## config.mk

```make
export PLATFORM = sky130hd
export DESIGN_NAME = uart_byte_tx
export DESIGN_NICKNAME = d
export VERILOG_FILES = /design/src/rtl/uart_pkg.sv /design/src/rtl/uart_baud_tick.sv /design/src/rtl/uart_byte_tx.sv
export SDC_FILE = /design/constraint.sdc
export NUM_CORES = 1
export LEC_CHECK = 0
export ABC_AREA = 1
export CORE_ASPECT_RATIO = 0.6
export CORE_MARGIN = 1
export CORE_UTILIZATION = 59
export DETAILED_ROUTE_END_ITERATION = 12
export PLACE_DENSITY_LB_ADDON = 0.05
export SLEW_MARGIN = 20
export SYNTH_ARGS = -nofsm -noshare
export SYNTH_HDL_FRONTEND = slang
export SYNTH_SLANG_ARGS = --single-unit
```

## constraint.sdc

```tcl
create_clock -name clk -period 2.4 [get_ports clk]
set_input_delay 0.6 -clock clk [delete_from_list [all_inputs] [get_ports clk]]
set_output_delay 0.6 -clock clk [all_outputs]
set_load 0.02 [all_outputs]
```

## src/rtl/uart_pkg.sv

```systemverilog
// Shared definitions for the UART transmit path: FSM state encodings,
// frame-length constants and serial line levels.
// Build option: define UART_TX_PARITY_EN to add an even-parity bit (11-bit frame).
package uart_pkg;

    localparam int UART_DATA_BITS = 8;

`ifdef UART_TX_PARITY_EN
    localparam int UART_FRAME_BITS = 11;
`else
    localparam int UART_FRAME_BITS = 10;
`endif

    localparam logic UART_LINE_IDLE  = 1'b1;
    localparam logic UART_LINE_START = 1'b0;

    typedef enum logic [2:0] {
        ST_IDLE   = 3'd0,
        ST_START  = 3'd1,
        ST_DATA   = 3'd2,
`ifdef UART_TX_PARITY_EN
        ST_PARITY = 3'd3,
`endif
        ST_STOP   = 3'd4
    } tx_state_e;

`ifdef UART_TX_PARITY_EN
    // Even parity: XOR of all data bits, so the total count of ones is even.
    function automatic logic even_parity(input logic [UART_DATA_BITS-1:0] b);
        return ^b;
    endfunction
`endif

endpackage

```

## src/rtl/uart_baud_tick.sv

```systemverilog
// Bit-time generator: counts 0..CLKS_PER_BIT-1 and flags the last count.
// The count is forced back to zero by `restart` so the first bit of a frame
// has an exact width regardless of where the counter was while idle.
module uart_baud_tick #(
    parameter int CLKS_PER_BIT = 868
) (
    input  logic clk,
    input  logic rst,
    input  logic restart,
    output logic bit_tick
);

    localparam int CNT_W = (CLKS_PER_BIT > 1) ? $clog2(CLKS_PER_BIT) : 1;
    localparam logic [CNT_W-1:0] CNT_LAST = CNT_W'(CLKS_PER_BIT - 1);

    logic [CNT_W-1:0] cnt_q;
    logic [CNT_W-1:0] cnt_d;

    // Next count: restart wins, otherwise wrap at the last count.
    always_comb begin
        cnt_d = cnt_q;
        if (restart) begin
            cnt_d = '0;
        end else if (cnt_q == CNT_LAST) begin
            cnt_d = '0;
        end else begin
            cnt_d = cnt_q + CNT_W'(1);
        end
    end

    // Counter register.
    always_ff @(posedge clk) begin
        if (rst) begin
            cnt_q <= '0;
        end else begin
            cnt_q <= cnt_d;
        end
    end

    assign bit_tick = (cnt_q == CNT_LAST);

endmodule

```

## src/rtl/uart_byte_tx.sv

```systemverilog
// Byte-to-serial transmitter: accepts one byte per tx_data_rdy strobe and
// sends it as an asynchronous frame (start, 8 data LSB first, stop).
// Build option: define UART_TX_PARITY_EN to insert an even-parity bit
// between the last data bit and the stop bit.
// All outputs are registered and computed from the next state, so the line
// and busy flag change on the very edge that accepts a byte.
module uart_byte_tx #(
    parameter int CLKS_PER_BIT = 868
) (
    input  logic       clk,
    input  logic       rst,
    input  logic [7:0] tx_data,
    input  logic       tx_data_rdy,
    output logic       tx_busy,
    output logic       tx_overrun,
    output logic       uart_txd
);

    import uart_pkg::*;

    localparam logic [2:0] LAST_BIT = 3'(UART_DATA_BITS - 1);

    tx_state_e  state_q, state_d;
    logic [7:0] shift_q, shift_d;
    logic [2:0] bit_cnt_q, bit_cnt_d;
    logic       txd_q, txd_d;
    logic       busy_q, busy_d;
    logic       overrun_q, overrun_d;
    logic       restart;
    logic       bit_tick;
`ifdef UART_TX_PARITY_EN
    logic       parity_q, parity_d;
`endif

    uart_baud_tick #(
        .CLKS_PER_BIT (CLKS_PER_BIT)
    ) u_baud (
        .clk      (clk),
        .rst      (rst),
        .restart  (restart),
        .bit_tick (bit_tick)
    );

    // Next-state, datapath and output decode for the frame sequencer.
    always_comb begin
        state_d   = state_q;
        shift_d   = shift_q;
        bit_cnt_d = bit_cnt_q;
        txd_d     = txd_q;
        busy_d    = busy_q;
        overrun_d = overrun_q;
        restart   = 1'b0;
`ifdef UART_TX_PARITY_EN
        parity_d  = parity_q;
`endif

        // Any strobe that arrives while a frame is in flight is lost.
        if (tx_data_rdy && (state_q != ST_IDLE)) begin
            overrun_d = 1'b1;
        end

        case (state_q)
            ST_IDLE: begin
                txd_d  = UART_LINE_IDLE;
                busy_d = 1'b0;
                if (tx_data_rdy) begin
                    shift_d   = tx_data;
                    bit_cnt_d = '0;
                    restart   = 1'b1;
                    state_d   = ST_START;
                    txd_d     = UART_LINE_START;
                    busy_d    = 1'b1;
`ifdef UART_TX_PARITY_EN
                    parity_d  = even_parity(tx_data);
`endif
                end
            end

            ST_START: begin
                if (bit_tick) begin
                    state_d = ST_DATA;
                    txd_d   = shift_q[0];
                end
            end

            ST_DATA: begin
                if (bit_tick) begin
                    if (bit_cnt_q == LAST_BIT) begin
`ifdef UART_TX_PARITY_EN
                        state_d = ST_PARITY;
                        txd_d   = parity_q;
`else
                        state_d = ST_STOP;
                        txd_d   = UART_LINE_IDLE;
`endif
                    end else begin
                        bit_cnt_d = bit_cnt_q + 3'd1;
                        shift_d   = {1'b0, shift_q[7:1]};
                        txd_d     = shift_q[1];
                    end
                end
            end

`ifdef UART_TX_PARITY_EN
            ST_PARITY: begin
                if (bit_tick) begin
                    state_d = ST_STOP;
                    txd_d   = UART_LINE_IDLE;
                end
            end
`endif

            ST_STOP: begin
                if (bit_tick) begin
                    state_d = ST_IDLE;
                    txd_d   = UART_LINE_IDLE;
                    busy_d  = 1'b0;
                end
            end

            default: begin
                state_d = ST_IDLE;
                txd_d   = UART_LINE_IDLE;
                busy_d  = 1'b0;
            end
        endcase
    end

    // State and output registers; reset truncates any frame in flight.
    always_ff @(posedge clk) begin
        if (rst) begin
            state_q   <= ST_IDLE;
            shift_q   <= '0;
            bit_cnt_q <= '0;
            txd_q     <= UART_LINE_IDLE;
            busy_q    <= 1'b0;
            overrun_q <= 1'b0;
`ifdef UART_TX_PARITY_EN
            parity_q  <= 1'b0;
`endif
        end else begin
            state_q   <= state_d;
            shift_q   <= shift_d;
            bit_cnt_q <= bit_cnt_d;
            txd_q     <= txd_d;
            busy_q    <= busy_d;
            overrun_q <= overrun_d;
`ifdef UART_TX_PARITY_EN
            parity_q  <= parity_d;
`endif
        end
    end

    assign uart_txd   = txd_q;
    assign tx_busy    = busy_q;
    assign tx_overrun = overrun_q;

endmodule

```

==> report_table.html <==
<table>
<tr><th>Metric</th><th>Value</th></tr>
<tr><th colspan="2">STA</th></tr>
<tr><td>Fin Setup TNS</td><td>0 ps</td></tr>
<tr><td>Slew at the pin with the worst max-slew slack</td><td>392 ps</td></tr>
<tr><td>Worst setup margin</td><td>550 ps</td></tr>
<tr><td>Final setup violation count</td><td>0</td></tr>
<tr><td>Unrepaired setup endpoints after global routing</td><td>no</td></tr>
<tr><td>Fin crit period</td><td>1850 ps</td></tr>
<tr><td>Clock tree skew after final layout</td><td>9.99 ps</td></tr>
<tr><td>Number of hold violations in the final report</td><td>0</td></tr>
<tr><td>Part of the cycle the worst path needs</td><td>0.771</td></tr>
<tr><td>Relative max-transition margin</td><td>0.738</td></tr>
<tr><td>Count of pins over their slew limit</td><td>0</td></tr>
<tr><td>Fmax</td><td>541 MHz</td></tr>
<tr><th colspan="2">Worst setup path</th></tr>
<tr><td>Slowest stage cell on the critical path</td><td>clkdlybuf4s50_1</td></tr>
<tr><td>Worst path bufs/invs</td><td>1</td></tr>
<tr><td>Worst Setup Start Kind</td><td>flip-flop</td></tr>
<tr><td>Maximum fanout encountered on the critical timing path</td><td>2</td></tr>
<tr><td>Critical path endpoint category</td><td>output port</td></tr>
<tr><td>CP arrival</td><td>1250 ps</td></tr>
<tr><td>Start-to-end type of the worst setup path</td><td>reg2out</td></tr>
<tr><td>CP peak stage delay</td><td>630 ps</td></tr>
<tr><td>CP Data Required Time</td><td>1800 ps</td></tr>
<tr><td>Cell breakdown of the critical path</td><td>clkdlybuf4s50_1</td></tr>
<tr><td>Cell family with most CP delay</td><td>buffers and inverters</td></tr>
<tr><th colspan="2">Logic synthesis</th></tr>
<tr><td>Post-synthesis instance area</td><td>1310 um^2</td></tr>
<tr><td>Proportion of synthesized chip area in sequential cells</td><td>0.414</td></tr>
<tr><td>Yosys cell types</td><td>23</td></tr>
<tr><td>Number of nets in the synthesized netlist</td><td>200</td></tr>
<tr><td>Total of warnings raised by yosys</td><td>0</td></tr>
<tr><td>Share of Yosys cell area claimed by the top area cell type</td><td>0.414</td></tr>
<tr><td>Synthesized instance count</td><td>186</td></tr>
<tr><td>Post-Synthesis Mean Instance Area</td><td>7.02 um^2</td></tr>
<tr><td>Largest area contributor in the synthesized netlist</td><td>dfxtp_1</td></tr>
<tr><td>Flip-flop and latch count after synthesis</td><td>27</td></tr>
<tr><td>Synth top area cells</td><td>dfxtp_1 (41%), nand2_1 (13%), nor2_1 (12%)</td></tr>
<tr><th colspan="2">Floorplanning</th></tr>
<tr><td>Starting Density</td><td>0.663</td></tr>
<tr><td>I/O pin total</td><td>14</td></tr>
<tr><td>Die area</td><td>2410 um^2</td></tr>
<tr><td>Core Box Area</td><td>1970 um^2</td></tr>
<tr><td>Die extent in y</td><td>38.4 um</td></tr>
<tr><td>Width of the die</td><td>62.7 um</td></tr>
<tr><td>Core Rows</td><td>12</td></tr>
<tr><th colspan="2">Power</th></tr>
<tr><td>Total power</td><td>1.62 mW</td></tr>
<tr><td>Maximum VDD drop</td><td>0.630 mV</td></tr>
<tr><td>Leak</td><td>0.640 nW</td></tr>
<tr><td>Power density relative to cell area</td><td>1090 nW/um^2</td></tr>
<tr><th colspan="2">Clocking</th></tr>
<tr><td>Number of buffers inserted during clock tree synthesis</td><td>3</td></tr>
<tr><td>Clock root buffer master</td><td>clkbuf_8</td></tr>
<tr><td>Number of clock sinks</td><td>27</td></tr>
<tr><td>CTS Buffer Depth</td><td>2</td></tr>
<tr><td>Clock-pin slew on the worst setup and hold paths</td><td>90 ps</td></tr>
<tr><td>Cts repair resizes</td><td>0</td></tr>
<tr><td>Clock tree from TritonCTS</td><td>done</td></tr>
<tr><td>Worst-Skew Late Latency</td><td>280 ps</td></tr>
<tr><td>Post-CTS Repair Setup Buffers</td><td>0</td></tr>
<tr><td>CTS HTree Levels</td><td>1</td></tr>
<tr><td>Number of hold buffers added after CTS</td><td>0</td></tr>
<tr><th colspan="2">Final layout</th></tr>
<tr><td>Finished Core Util</td><td>0.758</td></tr>
<tr><td>Number of nets at the end of the flow</td><td>215</td></tr>
<tr><td>Most used cells in the layout excluding fill and tap cells</td><td>nand2_1 (44), nor2_1 (40), dfxtp_1 (27)</td></tr>
<tr><td>Area overhead of the layout relative to synthesis</td><td>14.2%</td></tr>
<tr><td>Antenna diode instance count</td><td>0</td></tr>
<tr><td>Final instance count without filler cells</td><td>228</td></tr>
<tr><td>Proportion of layout cells with a drive suffix above 1</td><td>0.110</td></tr>
<tr><td>Leading cell type in the layout, fill and taps excluded</td><td>nand2_1</td></tr>
<tr><th colspan="2">Status</th></tr>
<tr><td>Result of the run</td><td>completed</td></tr>
<tr><th colspan="2">GRT</th></tr>
<tr><td>Global-route wire length before repair</td><td>4860 um</td></tr>
<tr><td>Pin count of the biggest net entering global routing</td><td>15</td></tr>
<tr><td>Via count of the first global-routing pass</td><td>1,075</td></tr>
<tr><td>GRT overflow</td><td>0</td></tr>
<tr><td>Initial antenna violation count</td><td>0</td></tr>
<tr><td>Aggregate global-route resource usage</td><td>0.274</td></tr>
<tr><th colspan="2">Worst hold path</th></tr>
<tr><td>Worst hold-check path type</td><td>reg2reg</td></tr>
<tr><th colspan="2">Routing</th></tr>
<tr><td>Detailed Route Iter0 Violations</td><td>152</td></tr>
<tr><td>Routed length per placed instance</td><td>12.3 um</td></tr>
<tr><td>TritonRoute pass-1 iters</td><td>4</td></tr>
<tr><td>Routed WL</td><td>2800 um</td></tr>
<tr><td>Via count</td><td>1,192</td></tr>
<tr><td>DRC viols</td><td>0</td></tr>
<tr><td>Post-route antenna net violation count</td><td>0</td></tr>
<tr><td>Post-DR vias/cell</td><td>5.23</td></tr>
<tr><th colspan="2">Place</th></tr>
<tr><td>Count of buffers from port buffering</td><td>13</td></tr>
<tr><td>Final HPWL from detailed placement</td><td>2130 um</td></tr>
<tr><td>Worst slack after detailed placement</td><td>547 ps</td></tr>
<tr><td>Instance count after placement with tap cells included</td><td>224</td></tr>
<tr><td>Final weighted congestion of routability-driven global placement</td><td>0.820</td></tr>
<tr><th colspan="2">Run</th></tr>
<tr><td>Number of max-cap violations</td><td>0</td></tr>
</table>
==> path summary, 6_finish.rpt <==
kind	to	cells past startpoint	from	slack [ps]
worst max register to register	shift_q[1]$_SDFFE_PP0P_	10	state_q[1]$_SDFFE_PP0P_	710
worst max-delay path	tx_overrun	1	tx_overrun$_SDFFE_PP0P_	550
worst min-delay path	u_baud.cnt_q[0]$_SDFF_PP0_	1	u_baud.cnt_q[0]$_SDFF_PP0_	480
worst min register to register	u_baud.cnt_q[0]$_SDFF_PP0_	1	u_baud.cnt_q[0]$_SDFF_PP0_	480
==> Yosys cell counts <==
cell / count
xor2_1: 2
nand3_1: 11
a21oi_2: 1
a21oi_1: 8
nand2_1: 44
inv_2: 5
nand2_2: 6
nor2_4: 1
o21ai_0: 1
o21ai_1: 10
ha_1: 3
xnor2_1: 2
buf_6: 2
dfxtp_1: 27
buf_2: 2
nand2_4: 2
nor3_2: 1
inv_1: 11
nor2_2: 1
or2_0: 2
nand4_1: 3
or2_2: 1
nor2_1: 40
==> flip-flops by register name, indices dropped and copies added, names as in the netlist <==
register	flops
u_baud.cnt_q	10
shift_q	8
bit_cnt_q	3
state_q	3
tx_busy	1
tx_overrun	1
uart_txd	1
==> area by class of cell <==
class / count / area, um^2
inverter: 16 / 60.1
timing repair buffer: 14 / 138
fill: 160 / 477
multi-input combinational: 139 / 672
sequential: 27 / 541
clock buffer: 4 / 45.0
tap: 28 / 35.0
==> layer usage <==
layer | part of all wire | track usage | wire [um]
met2 | 0.41 | 0.427 | 1150
met1 | 0.52 | 0.366 | 1470
met4 | 0.027 | 0.128 | 75
met3 | 0.040 | 0.0655 | 111
met5 | 0 | 0 | 0
==> metrics by stage <==
stage | area, um^2 | hold slack, ps
after floorplan | 1310 | 418
after global placement | 1450 | 433
after detailed placement | 1450 | 463
after CTS | 1490 | 477
after global routing | 1490 | 505
final | 1490 | 481
==> report_power, final <==
group          internal (mW)  switching, mW
combinational          0.250          0.473
sequential             0.563         0.0788
clock                  0.119          0.138
total                  0.932          0.690
==> cells by family after synthesis <==
kind of cell | share of synthesized area
AND/OR/NAND/NOR | 0.380
flip-flops | 0.414
XOR/XNOR | 0.0269
adder cells (fa/ha/maj) | 0.0288
buffers and inverters | 0.0710
AO/OA/AOI/OAI | 0.0796
Power figures use the tool's default switching activity.
